==> src/rtl/fetch_pkg.sv <==
// Shared types and defaults for the IF stage: FSM state encoding, reset PC,
// bubble instruction and IF/ID field width.
package fetch_pkg;

  localparam int XLEN = 32;

  localparam logic [XLEN-1:0] RESET_PC_DEFAULT = 32'h0000_3000;
  localparam logic [XLEN-1:0] NOP_DEFAULT      = 32'h0000_0000;

  typedef enum logic [1:0] {
    S_REQ,
    S_WAIT,
    S_HOLD
  } fetch_state_e;

  function automatic logic [XLEN-1:0] pc_plus4(input logic [XLEN-1:0] pc);
    return pc + XLEN'(4);
  endfunction

endpackage

==> src/rtl/if_id_reg.sv <==
// IF/ID pipeline register: load a fetched instruction, insert a bubble, or hold.
// With FETCH_ADEL_CHK_EN it also carries the address-error flag.
module if_id_reg
  import fetch_pkg::*;
#(
  parameter logic [XLEN-1:0] NOP = NOP_DEFAULT
) (
  input  logic            clk,
  input  logic            reset,
  input  logic            load,
  input  logic            bubble,
  input  logic [XLEN-1:0] ir_in,
  input  logic [XLEN-1:0] pc_in,
`ifdef FETCH_ADEL_CHK_EN
  input  logic            adel_in,
  output logic            adel_out,
`endif
  output logic [XLEN-1:0] ir_out,
  output logic [XLEN-1:0] pc_out,
  output logic [XLEN-1:0] pc4_out,
  output logic            valid_out
);

  // Bubbles clear the instruction but keep the PC fields for the next-PC logic.
  always_ff @(posedge clk or posedge reset) begin
    if (reset) begin
      ir_out    <= NOP;
      pc_out    <= '0;
      pc4_out   <= XLEN'(4);
      valid_out <= 1'b0;
`ifdef FETCH_ADEL_CHK_EN
      adel_out  <= 1'b0;
`endif
    end else if (load) begin
      ir_out    <= ir_in;
      pc_out    <= pc_in;
      pc4_out   <= pc_plus4(pc_in);
      valid_out <= 1'b1;
`ifdef FETCH_ADEL_CHK_EN
      adel_out  <= adel_in;
`endif
    end else if (bubble) begin
      ir_out    <= NOP;
      valid_out <= 1'b0;
`ifdef FETCH_ADEL_CHK_EN
      adel_out  <= 1'b0;
`endif
    end
  end

endmodule

==> src/rtl/fetch_stage.sv <==
// IF stage with branch delay slot: fetch PC, single-outstanding imem handshake,
// hold buffer and pending redirect. Optional misaligned-fetch check: FETCH_ADEL_CHK_EN.
module fetch_stage
  import fetch_pkg::*;
#(
  parameter logic [XLEN-1:0] RESET_PC = RESET_PC_DEFAULT,
  parameter logic [XLEN-1:0] NOP      = NOP_DEFAULT
) (
  input  logic            clk,
  input  logic            reset,
  input  logic            stall_i,
  input  logic            redirect_i,
  input  logic [XLEN-1:0] target_i,
  output logic            imem_req_o,
  output logic [XLEN-1:0] imem_addr_o,
  input  logic            imem_gnt_i,
  input  logic            imem_rvalid_i,
  input  logic [XLEN-1:0] imem_rdata_i,
  output logic [XLEN-1:0] ir_d_o,
  output logic [XLEN-1:0] pc_d_o,
  output logic [XLEN-1:0] pc4_d_o,
`ifdef FETCH_ADEL_CHK_EN
  output logic            adel_d_o,
`endif
  output logic            valid_d_o
);

  fetch_state_e    state, state_n;
  logic [XLEN-1:0] fetch_pc, req_addr, pend_tgt, hold_ir, hold_pc;
  logic            pend;
  logic            accept, redir_now, redir_pend;
  logic [XLEN-1:0] eff_pc, tgt_eff, next_seq, rsp_ir, ld_ir, ld_pc;
  logic            misaligned, issue, grant, rsp_valid;
  logic            load, bubble, to_hold;
`ifdef FETCH_ADEL_CHK_EN
  logic            fake_rsp, hold_adel, ld_adel, rsp_adel;
`endif

  // A redirect either retargets the fetch issued this very cycle (delay slot
  // already granted) or waits for the delay-slot grant via pend/pend_tgt.
  assign accept     = redirect_i & valid_d_o & ~stall_i;
  assign redir_now  = accept & (fetch_pc == pc_plus4(pc4_d_o));
  assign redir_pend = accept & (fetch_pc == pc4_d_o);
  assign eff_pc     = redir_now ? target_i : fetch_pc;
  assign tgt_eff    = redir_pend ? target_i : pend_tgt;
  assign next_seq   = (pend | redir_pend) ? tgt_eff : pc_plus4(eff_pc);

`ifdef FETCH_ADEL_CHK_EN
  // A misaligned fetch is "granted" internally and answered one cycle later.
  assign misaligned = |eff_pc[1:0];
  assign rsp_valid  = fake_rsp | imem_rvalid_i;
  assign rsp_ir     = fake_rsp ? NOP : imem_rdata_i;
  assign rsp_adel   = fake_rsp;
`else
  assign misaligned = 1'b0;
  assign rsp_valid  = imem_rvalid_i;
  assign rsp_ir     = imem_rdata_i;
`endif

  assign issue       = (state == S_REQ) | ((state == S_WAIT) & rsp_valid & ~stall_i);
  assign imem_req_o  = issue & ~misaligned;
  assign grant       = issue & (misaligned | imem_gnt_i);
  assign imem_addr_o = eff_pc;

  always_comb begin
    state_n = state;
    load    = 1'b0;
    bubble  = 1'b0;
    to_hold = 1'b0;
    ld_ir   = rsp_ir;
    ld_pc   = req_addr;
`ifdef FETCH_ADEL_CHK_EN
    ld_adel = rsp_adel;
`endif
    unique case (state)
      S_REQ: begin
        bubble = ~stall_i;
        if (grant) state_n = S_WAIT;
      end
      S_WAIT: begin
        if (rsp_valid) begin
          if (stall_i) begin
            to_hold = 1'b1;
            state_n = S_HOLD;
          end else begin
            load    = 1'b1;
            state_n = grant ? S_WAIT : S_REQ;
          end
        end else begin
          bubble = ~stall_i;
        end
      end
      S_HOLD: begin
        ld_ir = hold_ir;
        ld_pc = hold_pc;
`ifdef FETCH_ADEL_CHK_EN
        ld_adel = hold_adel;
`endif
        load  = ~stall_i;
        if (!stall_i) state_n = S_REQ;
      end
      default: state_n = S_REQ;
    endcase
  end

  // Reset drops any outstanding request; a late rvalid then lands in S_REQ and is ignored.
  always_ff @(posedge clk or posedge reset) begin
    if (reset) begin
      state     <= S_REQ;
      fetch_pc  <= RESET_PC;
      req_addr  <= '0;
      pend      <= 1'b0;
      pend_tgt  <= '0;
      hold_ir   <= NOP;
      hold_pc   <= '0;
`ifdef FETCH_ADEL_CHK_EN
      fake_rsp  <= 1'b0;
      hold_adel <= 1'b0;
`endif
    end else begin
      state <= state_n;
      if (grant) begin
        fetch_pc <= next_seq;
        req_addr <= eff_pc;
        pend     <= 1'b0;
`ifdef FETCH_ADEL_CHK_EN
        fake_rsp <= misaligned;
`endif
      end else begin
        fetch_pc <= eff_pc;
        if (redir_pend) begin
          pend     <= 1'b1;
          pend_tgt <= target_i;
        end
      end
      if (to_hold) begin
        hold_ir <= rsp_ir;
        hold_pc <= req_addr;
`ifdef FETCH_ADEL_CHK_EN
        hold_adel <= rsp_adel;
`endif
      end
    end
  end

  if_id_reg #(
    .NOP(NOP)
  ) u_if_id (
    .clk      (clk),
    .reset    (reset),
    .load     (load),
    .bubble   (bubble),
    .ir_in    (ld_ir),
    .pc_in    (ld_pc),
`ifdef FETCH_ADEL_CHK_EN
    .adel_in  (ld_adel),
    .adel_out (adel_d_o),
`endif
    .ir_out   (ir_d_o),
    .pc_out   (pc_d_o),
    .pc4_out  (pc4_d_o),
    .valid_out(valid_d_o)
  );

endmodule

==> config.mk <==
export PLATFORM = sky130hd
export DESIGN_NAME = fetch_stage
export DESIGN_NICKNAME = d
export VERILOG_FILES = /design/src/rtl/fetch_pkg.sv /design/src/rtl/if_id_reg.sv /design/src/rtl/fetch_stage.sv
export SDC_FILE = /design/constraint.sdc
export NUM_CORES = 1
export LEC_CHECK = 0
export BUFFER_PORTS_ARGS = -buffer_cell sky130_fd_sc_hd__buf_2
export CORE_ASPECT_RATIO = 0.9
export CORE_UTILIZATION = 60
export CTS_BUF_LIST = sky130_fd_sc_hd__clkbuf_8
export CTS_CLUSTER_SIZE = 20
export DETAILED_ROUTE_END_ITERATION = 8
export PLACE_DENSITY = 0.94
export SKIP_LAST_GASP = 1
export SLEW_MARGIN = 0
export SYNTH_ARGS = -nofsm -noshare
export SYNTH_HDL_FRONTEND = slang
export SYNTH_HIERARCHICAL = 1
export SYNTH_SLANG_ARGS = --single-unit
==> constraint.sdc <==
create_clock -name clk -period 5.5 [get_ports clk]
set_input_delay 0.55 -clock clk [delete_from_list [all_inputs] [get_ports clk]]
set_output_delay 0.55 -clock clk [all_outputs]
set_load 0.1 [all_outputs]
* Word-level counts from Yosys, hierarchy flattened
Cells that the tools add are included.
Cells by class: mux-type cells 26, $add $sub $neg 3, multipliers 0, divide/modulo/power cells 0, reduce and logical (&&, ||, !) cells 4, magnitude comparators 0, eq/ne operators 7, bitwise gates (word level) 10, shift operators 0
Operators with widths (count):
- $mux W32 | 8
- $add A32 B3 Y32 const B | 3
- $eq A32 B32 Y1 | 2
- $mux W1 | 11
- $mux W2 | 4
- $and A1 B1 Y1 | 7
- $ne A2 B2 Y1 const B | 3
- $pmux W2 S3 | 1
- $pmux W1 S2 | 2
- $reduce_bool A2 Y1 | 2
- $reduce_and A3 Y1 | 1
- $eq A2 B1 Y1 const B | 1
- $eq A2 B2 Y1 const B | 1
- $logic_not A2 Y1 | 1
- $or A1 B1 Y1 | 2
- $not A1 Y1 | 1
Word-level totals: bits in writable memories 0, memories kept 0, input port bits 70, register bits after elaboration 260, latch bits 0, ROM bits 0

* Depth between registers and ports, before layout
Gate-level depths: netlist (run 1).
word-level depth 9, gate-level depth with buffers 20

* By module
Netlist (run 1), hierarchy kept.
Modules (own cells, without submodules):
- fetch_stage | cells each 1007, times used 1, seq. area each 4081.4 sq um, area each 9992.1 sq um
- if_id_reg | cells each 383, times used 1, seq. area each 2378.5 sq um, area each 4154.0 sq um

* Least setup slack after synthesis (run 1)
No wires, ideal clock.
path kind register to register, start register u_if_id.pc4_out[3], end register fetch_pc[30], path buffers 3, setup time 126 ps, slack -421 ps, stages on the path, launching flop included 20, clock period less this slack 5921 ps, arrival 5795 ps, cells stage by stage dfrtp_1 > ha_1 > nand3_1 > nor4_1 > and3_1 > o22a_1 > o211ai_2 > nor4_4 > buf_4 > buf_4 > mux2i_1 > inv_1 > ha_1 > buf_1 > nand3_1 > nor3_1 > nand4_1 > mux2i_1 > nand3_1 > o311a_1
Between the ends: word-level cells in the longest chain between the ends 7
Ends and longest elaborated chain:
- from (decl) | RTL line if_id_reg.sv:20 | output logic [XLEN-1:0] pc4_out,
- from (signal assigned) | RTL line if_id_reg.sv:37 | pc4_out <= pc_plus4(pc_in);
- $add A32 B3 Y32 | RTL line fetch_pkg.sv:17 | return pc + XLEN'(4);
- $eq A32 B32 Y1 | RTL line fetch_stage.sv:42 | assign redir_now = accept & (fetch_pc == pc_plus4(pc4_d_o));
- $and A1 B1 Y1 | RTL line fetch_stage.sv:42
- $mux W32 | RTL line fetch_stage.sv:44 | assign eff_pc = redir_now ? target_i : fetch_pc;
- net imem_addr_o[2] | RTL line fetch_stage.sv:15 | output logic [XLEN-1:0] imem_addr_o,
- $add A32 B3 Y32 | RTL line fetch_pkg.sv:17
- $mux W32 | RTL line fetch_stage.sv:46 | assign next_seq = (pend | redir_pend) ? tgt_eff : pc_plus4(eff_pc);
- $mux W32 | RTL line fetch_stage.sv:122 | if (grant) begin
- to (signal assigned) | RTL line fetch_stage.sv:123 | fetch_pc <= next_seq;
- to (signal assigned) | RTL line fetch_stage.sv:130 | fetch_pc <= eff_pc;
- to (decl) | RTL line fetch_stage.sv:29 | logic [XLEN-1:0] fetch_pc, req_addr, pend_tgt, hold_ir, hold_pc;
The timed path passes the listed nets, and every way through them passes these cells. A chain may end at the register's enable or synchronous reset.

* Worst setup path in the final report (run 1)
start register u_if_id.pc4_out[2], end output port imem_addr_o[26]
Between the ends: word-level cells in the longest chain between the ends 4
Ends and longest elaborated chain (RTL line):
- $add A32 B3 Y32 | fetch_pkg.sv:17
- $eq A32 B32 Y1 | fetch_stage.sv:42
- $and A1 B1 Y1 | fetch_stage.sv:42
- $mux W32 | fetch_stage.sv:44
- to (decl) | fetch_stage.sv:15
Every way passes these cells.

==> metrics, run 1 <==
Worst-Margin Slew approximately 1.1 ns; DRT antenna net count 0; top cells by area, synth dfrtp_1 (45%), mux2_2 (16%), mux2i_1 (5.0%), nand2_1 (4.4%), o21ai_0 (3.4%); Cell variety after synth 65; postcts setup bufs 0; count of pins over their slew limit 0; crit path max-delay cell type dfstp_2; Seq/Total Area, Yosys 45.67%; CP Data Arrival Time about 4.6 ns; htree depth 2; core area ~0.023 mm²; Placed Area between 0.015 and 0.02 mm²; post-synthesis register bit count about 260; first-pass GRT wire length between 60000 and 70000 µm; drt pass-1 iters 6; clock skew 0.01386 ns; Yosys top cell by area dfrtp_1; CTS Sinks around 260; Leak Pwr between 0.007 and 0.008 µW; Worst Setup SP u_if_id/pc4_out[2]$_DFFE_PP1P_; worst skew pair latency about 0.56 ns; Root Buffer clkbuf_8; HPWL Detailed 29050 µm; Reg clk slew, reported paths roughly 0.070 ns; CTS tree done; Synth Area in Compound Gates between 10% and 20%; adder-cell area share of the yosys netlist 0.5307%; initial detailed-routing violation count between 1000 and 1500; setup tns final 0 ns; crit start category flip-flop; worst stage delay on the critical path between 0.5 and 0.6 ns; Starting Density about three fifths; fin nets between 1500 and 2000; RSZ-0062 raised after global routing false; EDFF count, synth 0; Routed WL 41320 µm; Relative slew margins 25.46%; I/O pin count 200; die footprint 0.02420 mm²; Synth top cells by count dfrtp_1 (255), mux2_2 (199), nand2_1 (165); Die Y ~150 µm; worst hold-check path type in -> async; num rows 52; Fill cells between 1500 and 2000; WP data required ~5 ns; initial antenna violation count 1; Maximum Capacitance Violations 0; most numerous cell in the Yosys netlist dfrtp_1; CTS Buffer Depth 3; Syn Inst Count ~1400; WL per Instance 21.66 µm; die width 163.9 µm; reg2reg start u_if_id/pc4_out[2]$_DFFE_PP1P_; Tcrit/Tclk final 93.31%; setup violators final 0; post-synthesis mux area share around a fifth; syn_nets 1466; largest family of logic cells by synthesized area multiplexers; Peak Freq between 0.15 and 0.2 GHz; Post-Synth XOR/XNOR Area under 10%; layout cells sized above 1 32.05%; simple-gate share of the synthesized area approximately 15%; GPL Wtd Cong roughly 0.99; CP max FO 53; number of global-route vias before repair 12012; Post-Place Cells roughly 1800; count of final hold-check violations 0; cell area after layout between 0.015 and 0.02 mm²; Crit Path Category reg -> out; GRT Total Usage between 30 and 40%; Crit. End Element output pin; total congestion overflow 0; final period demand of the worst path slightly above 5 ns; synthesized area ~0.014 mm²; crit-path cells ha_1 -> and3_1 -> nand3_1 -> or4_1 -> nor3_2 -> o211ai_2 -> nor4_4 -> buf_6 -> mux2i_1 -> buf_2; DRC viols 0; share of the synthesized area in the top cell type 45.11%; status finished, final reports clean; Main synth FF type dfrtp_1; fin cells 1908; pin count of the biggest net entering global routing approximately 120; Num CTS Buffers 43; Peak VDD IR slightly above 0.0006 V; port bufs 199; routed vias around 12000; Syn-to-layout area delta 14.83%; ys async rst share between 90% and 100%; Synthesis Warnings 6; Post-Syn Area per Cell slightly above 10 µm²; routed vias/inst 6.419; cell area power density between 500 and 600 mW/mm²
-- sequential cells by signal (all words and copies together), names as in the netlist, 2 cells and up --
| register | cells |
|---|---|
| fetch_pc | 32 |
| hold_ir | 32 |
| hold_pc | 32 |
| pend_tgt | 32 |
| req_addr | 32 |
| u_if_id/ir_out | 32 |
| u_if_id/pc_out | 32 |
| u_if_id/pc4_out | 30 |
| state | 2 |
-- report_power, final --
group	total [µW]	switching [µW]	leakage, µW	internal, µW
Sequential	2970	531	0.00333	2440
Combinational	4500	3460	0.00363	1040
Clock	1680	779	0.000510	903
Total	9150	4770	0.00746	4390
-- layout make-up --
class / count / area [µm²] / share of cell area (%)
tap: 297 / 371.6 / 2.288
antenna: 1 / 2.502 / 0.01540
inverter: 46 / 183.9 / 1.132
multi-input combinational: 1006 / 7181 / 44.20
clock inverter: 26 / 133.9 / 0.8242
sequential: 258 / 6471 / 39.84
clock buffer: 52 / 715.7 / 4.406
timing repair buffer: 222 / 1185 / 7.294
-- stage by stage --
step	power (µW)	hold slack (ns)	util (%)	setup slack (ns)
finish	9155	0.02653	71.13	0.3677
global route	9521	0.04538	71.12	0.1419
CTS	9124	0.02650	71.08	0.05736
detailed placement	7426	0.4768	67.36	0.6769
global placement	7328	0.4633	67.36	0.7493
floorplan	6447	0.4508	-	0.01080
-- logic make-up (layout without fill, tap and decap cells) --
kind of cell	count (synthesis)	in the layout
simple gates	431	431
mux	269	269
flops	258	258
compound gates	249	249
buf+inv	126	346
xor+xnor	51	51
fa+ha+maj	6	6
other cells	0	1
-- routing by layer --
layer	part of all wire, %	track usage [%]	vias up	wire length [µm]
met3	9.8	7.492	149	4038
li1	-	-	5401	-
met1	38	43.10	5945	15770
met5	0	0	-	0
met4	4.3	16.25	0	1761
met2	48	55.64	753	19750
-- worst max-delay path: cells and delay by family (launching register included) --
| kind | cells | cell delay, ns |
|---|---|---|
| compound gates | 1 | 0.12 |
| fa+ha+maj | 1 | 0.21 |
| buf+inv | 2 | 1.04 |
| flops | 1 | 0.59 |
| mux | 1 | 0.43 |
| simple gates | 5 | 1.55 |
-- cells in the final DEF (no fill, tap or decap), types with 4 or more instances in the layout --
master     count
dfrtp_2        9
nand3_1       31
a21oi_1       56
buf_4         21
a31oi_1       22
xor2_1        24
nand2_1      164
a211oi_1       7
and3_1        18
nor4_1        16
a2bb2oi_1      6
buf_2        199
nor2_1        60
or4_1          4
nand4_1       39
clkinv_2       8
inv_1         59
mux2_2       199
clkbuf_8      52
o22a_1         4
a22o_1        13
and2_1        11
dfrtp_1      246
xnor2_1       27
ha_1           5
o211ai_1       5
nor2b_1        7
nor3b_1        9
nor3_1        21
mux2i_1       70
o31ai_1        6
o21ai_0       96
and4_1        12
or3_1         10
nand2b_1      12
-- worst paths after layout --
path                                             to  slack (ns)  cells past startpoint
hold / removal              hold_ir[31]$_DFFE_PP0P_        0.03                      2
setup reg to reg             fetch_pc[30]$_DFF_PP0_        0.68                     16
setup / recovery                    imem_addr_o[26]        0.37                     10
min in group clk            hold_ir[30]$_DFFE_PP0P_        0.24                      2
max in group asynchronous  req_addr[18]$_DFFE_PP0P_        4.15                      3
hold reg to reg            pend_tgt[19]$_DFFE_PP0N_        0.48                      2
-- timing repair --
action | 4_1_cts | 5_1_grt
hold buffers | 0 | 0
gates resized for setup | 0 | 2
setup endpoints to repair | 0 | 26
endpoints found under the hold margin | 0 | 0
Power figures use the tool's default switching activity.
==> run 2, diff against run 1 <==
--- a/config.mk
+++ b/config.mk
@@ -12,6 +12,7 @@
 export CTS_CLUSTER_SIZE = 20
 export DETAILED_ROUTE_END_ITERATION = 8
 export PLACE_DENSITY = 0.94
+export REMOVE_ABC_BUFFERS = 1
 export SKIP_LAST_GASP = 1
 export SLEW_MARGIN = 0
 export SYNTH_ARGS = -nofsm -noshare
==> metrics, run 2 (same netlist as run 1, synthesis figures left out) <==
status finished, final reports clean (unchanged); Crit. End Element output pin (unchanged); setup violators final 0 (unchanged); DRT antenna net count 0 (unchanged); routed length on met3 4231 µm (was 4038 µm); crit path max-delay cell type dfstp_2 (unchanged); crit-path cells ha_1 -> nand3_1 -> nor4_2 -> and3_1 -> o22a_1 -> o211ai_2 -> nor4_4 -> buf_4 -> buf_6 -> mux2i_1 -> inv_1 -> buf_2 (was ha_1 -> and3_1 -> nand3_1 -> or4_1 -> nor3_2 -> o211ai_2 -> nor4_4 -> buf_6 -> mux2i_1 -> buf_2); HPWL Detailed 28420 µm (was 29050 µm); Peak VDD IR 0.0005748 V (was 0.0006213 V); Leak Pwr 0.007449 µW (was 0.007464 µW); fin cells 1902 (was 1908); die footprint 0.02420 mm² (unchanged); flop2flop setup slack 0.51 ns (was 0.68 ns); Post-Place Cells 1826 (was 1829); Relative slew margins 32.34% (was 25.46%); clock skew 0.02541 ns (was 0.01386 ns); first-pass GRT wire length 64620 µm (was 64340 µm); CP Data Arrival Time 4.68 ns (was 4.58 ns); Maximum Capacitance Violations 0 (unchanged); drt pass-1 iters 6 (unchanged); WL per Instance 21.79 µm (was 21.66 µm); count of final hold-check violations 0 (unchanged); worst stage delay on the critical path 0.59 ns (about the same); htree depth 2 (unchanged); Final Util 70.91% (was 71.13%); Met1 Wirelength 16860 µm (was 15770 µm); die width 163.9 µm (unchanged); initial antenna violation count 1 (unchanged); uppermost layer routed met4 (unchanged); core area 0.02284 mm² (unchanged); layout cells sized above 1 31.17% (was 32.05%); routed vias 12335 (was 12248); most common library cell in the layout ignoring fill and taps dfrtp_1 (unchanged); postcts setup bufs 0 (unchanged); most frequent cells in the layout dfrtp_1 (255), mux2_2 (199), buf_2 (199) (was dfrtp_1 (246), mux2_2 (199), buf_2 (199)); Crit Path Category reg -> out (unchanged); Peak Freq 0.1912 GHz (was 0.1948 GHz); Die Y 147.7 µm (unchanged); crit start category flip-flop (unchanged); CTS tree done (unchanged); pin count of the biggest net entering global routing 119 (was 118); cell area power density 562.1 mW/mm² (was 563.6 mW/mm²); reg2reg start u_if_id/pc4_out[2]$_DFFE_PP1P_ (unchanged); final period demand of the worst path 5.231 ns (was 5.132 ns); GPL Wtd Cong 0.9405 (was 0.9906); worst skew pair latency 0.55 ns (was 0.56 ns); DRC viols 0 (unchanged); Num CTS Buffers 43 (unchanged); Tcrit/Tclk final 95.10% (was 93.31%); clock power share 18.2% (was 18.4%); port bufs 199 (unchanged); Int Power 4355 µW (was 4388 µW); reg2reg path depth 19 (was 16); count of pins over their slew limit 0 (unchanged); worst hold-check path type in -> async (unchanged); CTS Buffer Depth 3 (unchanged); Worst Setup SP u_if_id/pc4_out[2]$_DFFE_PP1P_ (unchanged); Fill cells 1572 (was 1649); WP data required 4.95 ns (about the same); CTS Sinks 258 (unchanged); switching power 4747 µW (was 4766 µW); # hold bufs at CTS 0 (unchanged); I/O pin count 200 (unchanged); Routed WL 41450 µm (was 41320 µm); Syn-to-layout area delta 14.47% (was 14.83%); RSZ-0062 raised after global routing false (unchanged); routed vias/inst 6.485 (was 6.419); num rows 52 (unchanged); power share of the combinational group 49.0% (was 49.2%); CP max FO 56 (was 53); Worst-Margin Slew 1.014 ns (was 1.118 ns); sequential power share 32.7% (was 32.5%); Switching Fraction 52.15% (was 52.06%); fin nets 1650 (was 1653); Root Buffer clkbuf_8 (unchanged); Reg-to-Reg End fetch_pc[30]$_DFF_PP0_ (unchanged); total congestion overflow 0 (unchanged); initial detailed-routing violation count 1346 (was 1342); number of global-route vias before repair 12025 (was 12012); Starting Density 61.94% (unchanged); GRT Total Usage 34.25% (was 34.09%); wire length on met2 18790 µm (was 19750 µm); Reg clk slew, reported paths 0.07 ns (about the same)
==> run 2: cell types whose count changed in the layout (fill, tap and decap cells not counted), sizes merged <==
| cell | delta |
|---|---|
| buf | -3 |
| bufinv | -1 |
| clkbuf | +3 |
| clkinv | -5 |
| clkinvlp | -1 |
| inv | +1 |
==> run 2: metal layers <==
layer | vias up | GRT usage [%]
met5 | - | 0
met3 | 145 | 7.127
li1 | 5383 | -
met2 | 785 | 53.62
met4 | 0 | 13.24
met1 | 6022 | 46.81
==> run 2: layout make-up <==
cell class                      instances  area (µm²)  area share, %
Antenna cell                            1       2.502        0.01545
Clock buffer                           55       757.0          4.675
Inverter                               46       180.2          1.113
Timing Repair Buffer                  219        1162          7.178
Sequential cell                       258        6460          39.89
Multi-Input combinational cell       1006        7181          44.34
Clock inverter                         20       78.83         0.4868
Tap cell                              297       371.6          2.295
==> run 2: worst max-delay path by stage <==
stage / to / slack (ns) / depth (start not counted)
finish: imem_addr_o[6] / 0.27 / 12
global route: imem_addr_o[6] / 0.05 / 12
CTS: imem_addr_o[6] / 0.13 / 12
detailed placement: fetch_pc[30]$_DFF_PP0_ / 0.49 / 19
global placement: imem_addr_o[6] / 0.65 / 12
floorplan: u_if_id/pc4_out[30]$_DFFE_PP0P_ / -7.80 / 7
==> run 2: through the flow <==
| stage | hold WS, ns | setup WS, ns | TNS (ns) | cell area [µm²] | power, µW |
|---|---|---|---|---|---|
| finish | 0.06926 | 0.2695 | 0 | 16190 | 9103 |
| global route | 0.09848 | 0.04763 | 0 | 16190 | 9460 |
| CTS | 0.07424 | 0.1253 | 0 | 16180 | 9069 |
| detailed placement | 0.4712 | 0.4939 | 0 | 15340 | 7409 |
| global placement | 0.4587 | 0.6506 | 0 | 15340 | 7279 |
| floorplan | 0.4508 | -7.801 | -710.97 | 13790 | 6440 |
==> run 2: repair_timing <==
item	in CTS	in global routing
resized for setup	1	1
endpoints found under the setup margin	1	17
cloned	0	0
==> run 2: worst max-delay path, delay by kind of cell (launching register included) <==
family,cells,cell delay (ns)
and+or+nand+nor,4,1.27
buffers and inverters,4,1.19
DFF,1,0.59
muxes,1,0.57
AOI/OAI and AO/OA,2,0.26
adders and majority gates,1,0.21
==> run 2: power groups by stage <==
| stage | Combinational [µW] | Clock (µW) | Sequential [µW] |
|---|---|---|---|
| detailed placement | 4430 | 0 | 2980 |
| finish | 4460 | 1660 | 2980 |
| floorplan | 1750 | 0 | 4690 |
| CTS | 4440 | 1670 | 2960 |
| global route | 4660 | 1760 | 3040 |
| global placement | 4340 | 0 | 2940 |
==> run 3, diff against run 2 <==
--- a/config.mk
+++ b/config.mk
@@ -7,12 +7,13 @@
 export LEC_CHECK = 0
 export BUFFER_PORTS_ARGS = -buffer_cell sky130_fd_sc_hd__buf_2
 export CORE_ASPECT_RATIO = 0.9
-export CORE_UTILIZATION = 60
+export CORE_UTILIZATION = 40
 export CTS_BUF_LIST = sky130_fd_sc_hd__clkbuf_8
 export CTS_CLUSTER_SIZE = 20
 export DETAILED_ROUTE_END_ITERATION = 8
-export PLACE_DENSITY = 0.94
+export PLACE_DENSITY = 0.7
 export REMOVE_ABC_BUFFERS = 1
+export SETUP_SLACK_MARGIN = 0.3
 export SKIP_LAST_GASP = 1
 export SLEW_MARGIN = 0
 export SYNTH_ARGS = -nofsm -noshare
==> metrics, run 3 (same netlist as run 1, synthesis figures left out) <==
Placed Area 0.01560 mm² (was 0.01534 mm²); most common library cell in the layout ignoring fill and taps dfrtp_1 (unchanged); Leak Pwr 0.007536 µW (was 0.007449 µW); worst hold-check path type in -> async (unchanged); pin count of the biggest net entering global routing 164 (was 119); Worst-Margin Slew 1.081 ns (was 1.014 ns); Peak Freq 0.2034 GHz (was 0.1912 GHz); Starting Density 41.08% (was 61.94%); Crit path max-delay family buffers and inverters (was simple AND/OR/NAND/NOR gates); final period demand of the worst path 4.915 ns (was 5.231 ns); WL per Instance 20.76 µm (was 21.79 µm); CTS Buffer Depth 3 (unchanged); GPL Wtd Cong 0.9460 (was 0.9405); setup violators final 0 (unchanged); status finished, final reports clean (unchanged); die footprint 0.03612 mm² (was 0.02420 mm²); fin nets 1659 (was 1650); most frequent cells in the layout dfrtp_1 (255), mux2_2 (199), buf_2 (199) (unchanged); # hold bufs at CTS 0 (unchanged); crit start category flip-flop (unchanged); count of pins over their slew limit 0 (unchanged); Crit. End Element output pin (unchanged); WP data required 4.95 ns (about the same); drt pass-1 iters 5 (was 6); clock skew 0.02442 ns (was 0.02541 ns); crit path max-delay cell type dfstp_2 (unchanged); routed vias/inst 5.679 (was 6.485); Reg clk slew, reported paths 0.06 ns (was 0.07 ns); Maximum Capacitance Violations 0 (unchanged); initial antenna violation count 1 (unchanged); I/O pin count 200 (unchanged); Final Util 48.06% (was 70.91%); num rows 64 (was 52); CTS tree done (unchanged); Peak VDD IR 0.0002617 V (was 0.0005748 V); Root Buffer clkbuf_8 (unchanged); CTS Sinks 258 (unchanged); crit-path cells ha_1 -> nand3_1 -> nor4_1 -> buf_4 -> a41o_1 -> o211ai_1 -> o2bb2ai_1 -> nor4_4 -> buf_4 -> buf_8 -> mux2i_1 -> inv_1 -> buf_2 (was ha_1 -> nand3_1 -> nor4_2 -> and3_1 -> o22a_1 -> o211ai_2 -> nor4_4 -> buf_4 -> buf_6 -> mux2i_1 -> inv_1 -> buf_2); DRT antenna net count 0 (unchanged); routed vias 11801 (was 12335); RSZ-0062 raised after global routing false (unchanged); port bufs 199 (unchanged); HPWL Detailed 30280 µm (was 28420 µm); Syn-to-layout area delta 16.99% (was 14.47%); CP Data Arrival Time 4.37 ns (was 4.68 ns); die width 200.2 µm (was 163.9 µm); Routed WL 43140 µm (was 41450 µm); CP max FO 45 (was 56); DRC viols 0 (unchanged); layout cells sized above 1 31.68% (was 31.17%); first-pass GRT wire length 67680 µm (was 64620 µm); worst skew pair latency 0.59 ns (was 0.55 ns); Tcrit/Tclk final 89.37% (was 95.10%); htree depth 2 (unchanged); Die Y 180.4 µm (was 147.7 µm); cell area power density 558.8 mW/mm² (was 562.1 mW/mm²); number of global-route vias before repair 11784 (was 12025); count of final hold-check violations 0 (unchanged); Relative slew margins 27.90% (was 32.34%); GRT Total Usage 23.78% (was 34.25%); CP Buf/Inv Count 5 (was 4); critical path's most frequent cell buf_4; Num CTS Buffers 46 (was 43); cell area after layout 0.01655 mm² (was 0.01619 mm²); core area 0.03443 mm² (was 0.02284 mm²); diode count 0 (was 1); total congestion overflow 0 (unchanged); initial detailed-routing violation count 842 (was 1346); hold slack 0.1614 ns (was 0.06926 ns); worst stage delay on the critical path 0.59 ns (about the same); Crit Path Category reg -> out (unchanged)
run 3: routing by layer:
metal	global-route usage [%]	share of wire [%]	up-vias
met1	33.34	46	5829
met2	36.40	45	468
met3	4.575	6.9	86
li1	-	-	5416
met4	8.708	2.8	2
met5	0	0.025	-
run 3: what timing repair did:
item                                    4_1_cts  5_1_grt
hold endpoints to repair                      0        0
buffers inserted                              0        3
pin swaps                                     0        1
endpoints found under the setup margin       14       21
resized for setup                             2        2
run 3: cell type report:
class                           instances  area (µm²)
Tap cell                              462       578.1
Clock inverter                         23       118.9
Timing Repair Buffer                  225        1224
Sequential cell                       258        6460
Multi-Input combinational cell       1006        7191
Clock buffer                           58       798.3
Fill cell                            3206       17880
Inverter                               46       180.2
run 3: final timing paths:
path | endpoint | slack, ns | cells past startpoint | startpoint
max | imem_addr_o[17] | 0.58 | 13 | u_if_id/pc4_out[2]$_DFFE_PP1P_
min | u_if_id/ir_out[24]$_DFFE_PP0P_ | 0.16 | 2 | reset
min in group clk | hold_ir[25]$_DFFE_PP0P_ | 0.23 | 2 | imem_rdata_i[25]
max reg2reg | fetch_pc[30]$_DFF_PP0_ | 0.74 | 20 | u_if_id/pc4_out[2]$_DFFE_PP1P_
max in group asynchronous | u_if_id/pc4_out[2]$_DFFE_PP1P_ | 4.27 | 3 | reset
min reg2reg | pend_tgt[19]$_DFFE_PP0N_ | 0.49 | 2 | pend_tgt[19]$_DFFE_PP0N_
run 3: report_power, final:
group          internal (µW)  switching, µW  leakage, µW  total [µW]
sequential              2430            497      0.00334        2930
combinational           1050           3480      0.00366        4520
clock                    988            807     0.000540        1800
run 3: through the flow:
step           setup slack (ns)  instances  total power, µW  setup TNS (ns)
6_report                 0.5846       2078             9248               0
5_1_grt                  0.3324       2078             9682               0
4_1_cts                  0.3631       2075             9295               0
3_5_place_dp             0.7483       1994             7473               0
3_3_place_gp             0.8238       1994             7397               0
2_1_floorplan            -7.801       1310             6440         -710.97
